==> src/rtl/fifo_ctrl.sv <==
// fifo_ctrl: circular-buffer controller for an external dual-port RAM with registered status and sticky error flags.
// Define FIFO_CTRL_ALMOST_EN to add registered almost_full/almost_empty outputs.
module fifo_ctrl #(
    parameter int ADDR_WIDTH = 4,
    parameter int DEPTH = 16
`ifdef FIFO_CTRL_ALMOST_EN
    ,
    parameter int AF_LEVEL = DEPTH - 2,
    parameter int AE_LEVEL = 2
`endif
) (
    input  logic                  clk,
    input  logic                  rst,
    input  logic                  push,
    input  logic                  pop,
    output logic                  ram_wr_en,
    output logic [ADDR_WIDTH-1:0] ram_wr_addr,
    output logic                  ram_rd_en,
    output logic [ADDR_WIDTH-1:0] ram_rd_addr,
    output logic                  rd_valid,
    output logic                  full,
    output logic                  empty,
    output logic [ADDR_WIDTH:0]   count,
    output logic                  overflow,
`ifdef FIFO_CTRL_ALMOST_EN
    output logic                  almost_full,
    output logic                  almost_empty,
`endif
    output logic                  underflow
);
    localparam logic [ADDR_WIDTH-1:0] LAST = ADDR_WIDTH'(DEPTH - 1);
    localparam logic [ADDR_WIDTH:0] FULL_CNT = (ADDR_WIDTH + 1)'(DEPTH);

    logic [ADDR_WIDTH-1:0] wr_ptr_q, wr_ptr_d, rd_ptr_q, rd_ptr_d;
    logic [ADDR_WIDTH:0]   count_q, count_d;
    logic                  overflow_q, underflow_q, rd_valid_q;

    assign full        = count_q == FULL_CNT;
    assign empty       = count_q == '0;
    assign ram_wr_en   = push & ~full & ~rst;
    assign ram_rd_en   = pop & ~empty & ~rst;
    assign ram_wr_addr = wr_ptr_q;
    assign ram_rd_addr = rd_ptr_q;
    assign rd_valid    = rd_valid_q;
    assign count       = count_q;
    assign overflow    = overflow_q;
    assign underflow   = underflow_q;

    // Wrap by explicit compare so non-power-of-2 depths never touch addresses >= DEPTH.
    always_comb begin
        wr_ptr_d = ram_wr_en ? (wr_ptr_q == LAST ? '0 : wr_ptr_q + 1'b1) : wr_ptr_q;
        rd_ptr_d = ram_rd_en ? (rd_ptr_q == LAST ? '0 : rd_ptr_q + 1'b1) : rd_ptr_q;
        count_d  = (ram_wr_en & ~ram_rd_en) ? count_q + 1'b1 :
                   (ram_rd_en & ~ram_wr_en) ? count_q - 1'b1 : count_q;
    end

    always_ff @(posedge clk) begin
        if (rst) begin
            wr_ptr_q    <= '0;
            rd_ptr_q    <= '0;
            count_q     <= '0;
            overflow_q  <= 1'b0;
            underflow_q <= 1'b0;
            rd_valid_q  <= 1'b0;
        end else begin
            wr_ptr_q    <= wr_ptr_d;
            rd_ptr_q    <= rd_ptr_d;
            count_q     <= count_d;
            overflow_q  <= overflow_q | (push & full);
            underflow_q <= underflow_q | (pop & empty);
            rd_valid_q  <= ram_rd_en;
        end
    end

`ifdef FIFO_CTRL_ALMOST_EN
    localparam logic [ADDR_WIDTH:0] AF_CNT = (ADDR_WIDTH + 1)'(AF_LEVEL);
    localparam logic [ADDR_WIDTH:0] AE_CNT = (ADDR_WIDTH + 1)'(AE_LEVEL);

    logic almost_full_q, almost_empty_q;

    assign almost_full  = almost_full_q;
    assign almost_empty = almost_empty_q;

    always_ff @(posedge clk) begin
        if (rst) begin
            almost_full_q  <= 1'b0;
            almost_empty_q <= 1'b1;
        end else begin
            almost_full_q  <= count_d >= AF_CNT;
            almost_empty_q <= count_d <= AE_CNT;
        end
    end
`endif
endmodule

==> config.mk <==
export PLATFORM = sky130hd
export DESIGN_NAME = fifo_ctrl
export DESIGN_NICKNAME = d
export VERILOG_FILES = /design/src/rtl/fifo_ctrl.sv
export SDC_FILE = /design/constraint.sdc
export NUM_CORES = 1
export LEC_CHECK = 0
export BUFFER_PORTS_ARGS = -buffer_cell sky130_fd_sc_hd__buf_2
export CAP_MARGIN = 20
export CELL_PAD_IN_SITES_DETAIL_PLACEMENT = 2
export CELL_PAD_IN_SITES_GLOBAL_PLACEMENT = 2
export CORE_ASPECT_RATIO = 1.1
export CORE_MARGIN = 2
export CORE_UTILIZATION = 30
export CTS_BUF_LIST = sky130_fd_sc_hd__clkbuf_2 sky130_fd_sc_hd__clkbuf_4 sky130_fd_sc_hd__clkbuf_8
export CTS_CLUSTER_DIAMETER = 80
export CTS_CLUSTER_SIZE = 30
export DETAILED_ROUTE_END_ITERATION = 7
export PLACE_DENSITY = 0.83
export SLEW_MARGIN = 0
export SYNTH_ARGS = -nofsm -noshare
export SYNTH_HDL_FRONTEND = slang
export SYNTH_SLANG_ARGS = --single-unit
==> constraint.sdc <==
create_clock -name clk -period 3.28 [get_ports clk]
set_input_delay 0.164 -clock clk [delete_from_list [all_inputs] [get_ports clk]]
set_output_delay 0.164 -clock clk [all_outputs]
set_load 0.03 [all_outputs]
==> out/metrics.yaml, run 1 <==
layout.cells.non_filler: 155
cts_hold_buf: 0
status: "complete, no violations"
synth_area_leaders: "dfxtp_1, nor2_1, ha_1"
finalMaxSlewViolations: 0
fillers: 324
synthCells: 97
fp.dieH_um: 59.9
dp_hpwl_um: 1850
rsz0062_at_grt: "no"
dr.pass1.iters: 2
cts_tree: "yes"
ys.flop_type: "dfxtp_1"
ir_drop_mv: 0.375
drtIter0Drc: 2
gp_congestion: 0.765
viasPerCell: 4.97
slew_headroom_pct: 74.5
drc: 0
slowest_delay_ns: 0.58
grt_start_max_net_pins: 22
worstSkewPairLatency_ns: 0.29
synthAdderAreaFrac_pct: 11.2
regArea_sq_um: 320
min_period_ns: 3.02
cts.htree.levels: 1
fin_ws_ns: 0.262
die_x_um: 54.8
port_buffers: 23
crit_chain: "or4_1 -> o21a_4 -> nor2b_1 -> ha_1 -> fa_1 -> nand2b_1 -> a21oi_1 -> mux2i_1 -> mux2_2"
clkPwrFrac_pct: 13.0
critPathKind: "reg -> reg"
endpoint: "count[4]"
multiInputGateArea_sq_um: 509
fin_crit_sh_pct: 92.0
timing.rr.end: "count[4]"
synth_warnings: 0
finalSetupViolCount: 0
synth_top_family_by_area: "compound AO/OA/AOI/OAI gates"
start_util_pct: 31.2
placed_cell_area_sq_um: 1000
drv_cap: 0
synth-compound-area-share_pct: 18.8
dp_slack_ns: 0.166
placed_cells: 150
power_density_nw_per_um2: 1000
critPathRequiredTime_ns: 3.48
hp-class: "in -> reg"
clockRootBuffer: "clkbuf_4"
p_int_uw: 543
comb_power_share_pct: 58.2
cp-startpoint: "count[0]"
clkSlewWorstSetupHoldPaths_ns: 0.11
synth.distinct_cells: 27
antennaDiodeCount: 0
worst-path-max-fanout: 5
postSynthAreaPerCell_sq_um: 8.78
rows: 20
swShare_pct: 48.7
antenna_found_initial: 0
layout-drive-gt1-share_pct: 29.5
core_area_sq_um: 2730
grtUsageTotal_pct: 16.5
skew_ns: 0.00454
async_flop_share_pct: 0
pwr-share-seq_pct: 28.8
setup_tns_ns: 0
power_switching_uw: 515
synth_fp_nets: 108
clock_path_buffers: 2
cp-start-kind: "register"
synth_top_cell_by_area: "dfxtp_1"
p_leak_uw: 0.000483
yosysTopAreaCellShare_pct: 37.6
seq_area_frac_synth_pct: 37.6
synth_seq_cells: 16
wl_um: 2410
ff2ff_path_depth: 9
dieArea_sq_um: 3280
cp-end-kind: "register"
syn-cell-area_sq_um: 852
arrival_ns: 3.21
crit-reg2reg-launch: "count[0]"
design_area_sq_um: 1060
grt_pass1_vias: 808
avgRoutedWirePerCell_um: 15.6
rrSetupSlack_ns: 0.26
fin_nets: 134
gr-total-overflow: 0
ant_nets: 0
io_pins: 24
cp_slowest_cell: "or4_1"
synth_xor_area_share_pct: 4.11
dr_total_vias: 770
cts_buffers: 3
yosys.area_share.simple_pct: 18.2
fmax_ghz: 0.331
tightest_slew_ns: 0.383
cts_sinks: 16
area_growth_pct: 23.9
grt_pass1_wl_um: 3770
synth_mux_area_share_pct: 6.02
hold_violations: 0
synth_edf_count: 0
logic make-up after synthesis:
logic type               Yosys count
flip-flops                        16
AND/OR/NAND/NOR                   36
AO/OA/AOI/OAI                     20
XOR/XNOR                           4
adder cells (fa/ha/maj)            7
multiplexers                       5
buffers and inverters              9
routing by layer:
metal	track usage (%)	up-vias	wire [um]
met5	0	-	0
met3	3.00	6	74
li1	-	381	-
met4	8.93	0	63
met1	19.5	367	983
met2	27.6	16	1290
power groups by stage:
stage                     registers, uW  clock network [uW]  logic, uW
after floorplan                     396                   0        331
after global placement              301                   0        572
after detailed placement            307                   0        595
after CTS                           302                 143        596
after global routing                314                 153        674
final                               305                 137        615
worst max-delay path, delay by kind of cell (launching register included):
family / cells / cell delay [ns]
and+or+nand+nor: 3 / 0.90
AOI/OAI and AO/OA: 2 / 0.41
adders and majority gates: 2 / 0.68
muxes: 2 / 0.57
DFF: 1 / 0.36
layout by cell type, fill, tap and decap left out, types with 3 or more instances in the layout:
master | Yosys | routed
inv_1 | 5 | 5
o211ai_1 | 3 | 3
buf_2 | 1 | 23
ha_1 | 6 | 5
nor2_1 | 23 | 23
a21oi_1 | 8 | 8
dfxtp_1 | 16 | 16
mux2i_1 | 4 | 4
nand2_1 | 5 | 5
clkbuf_4 | 0 | 3
xor2_1 | 4 | 4
registers in the layout, summed over array words and instances (netlist names):
name	flops
count	5
ram_rd_addr	4
ram_wr_addr	4
overflow	1
rd_valid	1
underflow	1
synth_stat cells, types with 2 or more instances:
cell / n
xor2_1: 4
or4_1: 2
nor2_1: 23
clkbuf_1: 3
mux2i_1: 4
o211ai_1: 3
dfxtp_1: 16
nand2_1: 5
a21oi_1: 8
o21ai_0: 2
nand3_1: 2
inv_1: 5
ha_1: 6
worst min path at each step:
stage                   start        end  slack [ns]  depth (start not counted)
global placement    underflow  underflow        0.44                          2
global route             push   overflow        0.17                          3
detailed placement       push   overflow        0.47                          3
CTS                      push   overflow        0.16                          3
finish                   push   overflow        0.16                          3
floorplan                push   overflow        0.30                          2
what timing repair did:
| item | in CTS | in global routing |
|---|---|---|
| setup endpoints to repair | 0 | 1 |
| setup buffers | 0 | 1 |
| resized for setup | 0 | 1 |
through the flow:
step / hold slack (ns) / power (uW) / utilization (%)
2_1_floorplan: 0.305 / 727 / -
3_3_place_gp: 0.445 / 872 / 36.7
3_5_place_dp: 0.474 / 902 / 36.7
4_1_cts: 0.156 / 1040 / 38.0
5_1_grt: 0.169 / 1140 / 38.7
6_report: 0.159 / 1060 / 38.7
area by class of cell:
type	instances	share of cell area [%]
well taps	33	3.91
inverters	5	1.78
multi-input cells	72	48.2
clock buffers	4	3.44
repair buffers	25	12.3
flip-flops and latches	16	30.3
(Power assumes the default switching activity.)
==> run 2: changes to the inputs <==
==> config.mk (replaced) <==
export PLATFORM = sky130hd
export DESIGN_NAME = fifo_ctrl
export DESIGN_NICKNAME = d
export VERILOG_FILES = /design/src/rtl/fifo_ctrl.sv
export SDC_FILE = /design/constraint.sdc
export NUM_CORES = 1
export LEC_CHECK = 0
export CAP_MARGIN = 20
export CELL_PAD_IN_SITES_DETAIL_PLACEMENT = 2
export CELL_PAD_IN_SITES_GLOBAL_PLACEMENT = 2
export CORE_ASPECT_RATIO = 1.1
export CORE_MARGIN = 2
export CORE_UTILIZATION = 37
export CTS_BUF_LIST = sky130_fd_sc_hd__clkbuf_2 sky130_fd_sc_hd__clkbuf_4 sky130_fd_sc_hd__clkbuf_8
export CTS_CLUSTER_DIAMETER = 80
export CTS_CLUSTER_SIZE = 30
export DETAILED_ROUTE_END_ITERATION = 7
export DONT_BUFFER_PORTS = 1
export PLACE_DENSITY_LB_ADDON = 0.2
export SLEW_MARGIN = 0
export SYNTH_ARGS = -nofsm -noshare
export SYNTH_HDL_FRONTEND = slang
export SYNTH_SLANG_ARGS = --single-unit
==> run 2 against run 1 <==
Compared with the run above: non-clock buffer count down 16; sequential share of layout area up 2.8 points; count of clock-buffer cells in the layout down 1; largest power group unchanged; die area down 18%; clock skew down 0.0025 ns; largest cell class unchanged.
==> out/metrics.yaml, run 2 (synthesis gave the netlist of run 1 again) <==
status: "complete, no violations"
layout.cells.most_common_list: "nor2_1, dfxtp_1, a21oi_1, buf_4, ha_1"
dp_hpwl_um: 1650
hp-class: "in -> reg"
p_int_uw: 487
ir_drop_mv: 0.486
drtIter0Drc: 2
cp-start-kind: "register"
core_area_sq_um: 2210
antennaDiodeCount: 0
postCtsSetupBuffers: 0
grtUsageTotal_pct: 17.3
fin_nets: 118
layout-drive-gt1-share_pct: 16.2
p_leak_uw: 0.000397
viasPerCell: 5.35
finalMaxSlewViolations: 0
io_pins: 24
avgRoutedWirePerCell_um: 16.3
grt_pass1_wl_um: 3450
worstSkewPairLatency_ns: 0.29
critPathKind: "reg -> reg"
rsz0062_at_grt: "no"
power_density_nw_per_um2: 1000
tightest_slew_ns: 0.629
final_common_cell: "nor2_1"
ant_nets: 0
worst_hold_slack_ns: 0.0168
rrSetupSlack_ns: 0.28
clockRootBuffer: "clkbuf_4"
cp-end-kind: "register"
clkSlewWorstSetupHoldPaths_ns: 0.09
pwr-share-seq_pct: 34.7
port_buffers: 0
drv_cap: 0
area_growth_pct: 13.4
arrival_ns: 3.18
grt_pass1_vias: 762
comb_power_share_pct: 54.4
largest_reg_flops: 5
gr-total-overflow: 0
min_period_ns: 3.00
cts_tree: "yes"
fp.dieH_um: 54.3
finish.utilization_pct: 43.8
fillers: 276
dr_total_vias: 722
setup_tns_ns: 0
power_switching_uw: 482
die_x_um: 49.8
clkPwrFrac_pct: 10.9
critPathRequiredTime_ns: 3.47
finalSetupViolCount: 0
antenna_found_initial: 0
cts_buffers: 3
dr.pass1.iters: 3
dieArea_sq_um: 2700
wl_um: 2190
start_util_pct: 38.6
swShare_pct: 49.8
drc: 0
fin_crit_sh_pct: 91.3
fmax_ghz: 0.334
cp-startpoint: "count[0]"
cts_sinks: 16
hold_violations: 0
cts.htree.levels: 1
timing.rr.end: "count[4]"
clock_path_buffers: 2
gp_congestion: 0.774
endpoint: "count[4]"
grt_start_max_net_pins: 16
ff2ff_path_depth: 9
slew_headroom_pct: 57.9
skew_ns: 0.00200
worst-path-max-fanout: 5
rows: 18
crit-reg2reg-launch: "count[0]"
## run 2: cell count changes in the layout (fill, tap and decap cells not counted)
| cell | change |
|---|---|
| clkbuf_8 | -1 |
| ha_1 | +1 |
| ha_4 | -1 |
| dlygate4sd3_1 | +1 |
| buf_2 | -23 |
| buf_4 | +6 |
## run 2: layout make-up
cell class,count,area (sq um),area share [%]
tap,30,37.5,3.89
sequential,16,320,33.2
clock buffer,3,22.5,2.33
multi-input combinational,72,497,51.4
inverter,5,18.8,1.94
timing repair buffer,9,70.1,7.25
## run 2: how the worst min path moves through the flow
stage | from | endpoint | slack (ns) | depth (start not counted)
finish | pop | underflow | 0.02 | 2
global route | pop | underflow | 0.01 | 2
CTS | pop | underflow | 0.01 | 2
detailed placement | rst | ram_rd_addr[3] | 0.24 | 1
global placement | rst | ram_rd_addr[0] | 0.24 | 1
floorplan | push | overflow | 0.30 | 2
## run 2: power by group through the flow
stage / registers [uW] / clock network (uW) / logic [uW]
global route: 343 / 118 / 582
global placement: 339 / 0 / 508
floorplan: 396 / 0 / 331
CTS: 338 / 110 / 536
finish: 336 / 106 / 527
detailed placement: 342 / 0 / 525
## run 2: per-layer routing
metal / share of wire, % / GRT usage (%)
met2: 52 / 32.4
met4: 0.87 / 5.56
met3: 4.2 / 5.74
met5: 0 / 0
met1: 43 / 18.7
## run 2: what timing repair did
action	4_1_cts	5_1_grt
gates resized for setup	0	0
endpoints found under the hold margin	15	0
hold buffers	1	0
## run 2: worst max-delay path, stage by stage, from the launching register on
cell	delay, ns
dfxtp_1	0.32
or4_1	0.62
o21a_4	0.27
nor2b_1	0.15
ha_1	0.24
fa_1	0.40
nand2b_1	0.16
a21oi_1	0.15
mux2i_1	0.23
mux2_2	0.35
## run 2: metrics by stage
stage | instances | cell area (sq um) | worst slack (ns) | total power [uW]
6_report | 135 | 966 | 0.284 | 969
5_1_grt | 135 | 966 | 0.103 | 1040
3_3_place_gp | 131 | 933 | 0.366 | 847
3_5_place_dp | 131 | 933 | 0.291 | 867
4_1_cts | 135 | 966 | 0.260 | 984
2_1_floorplan | 97 | 852 | 0.0828 | 727
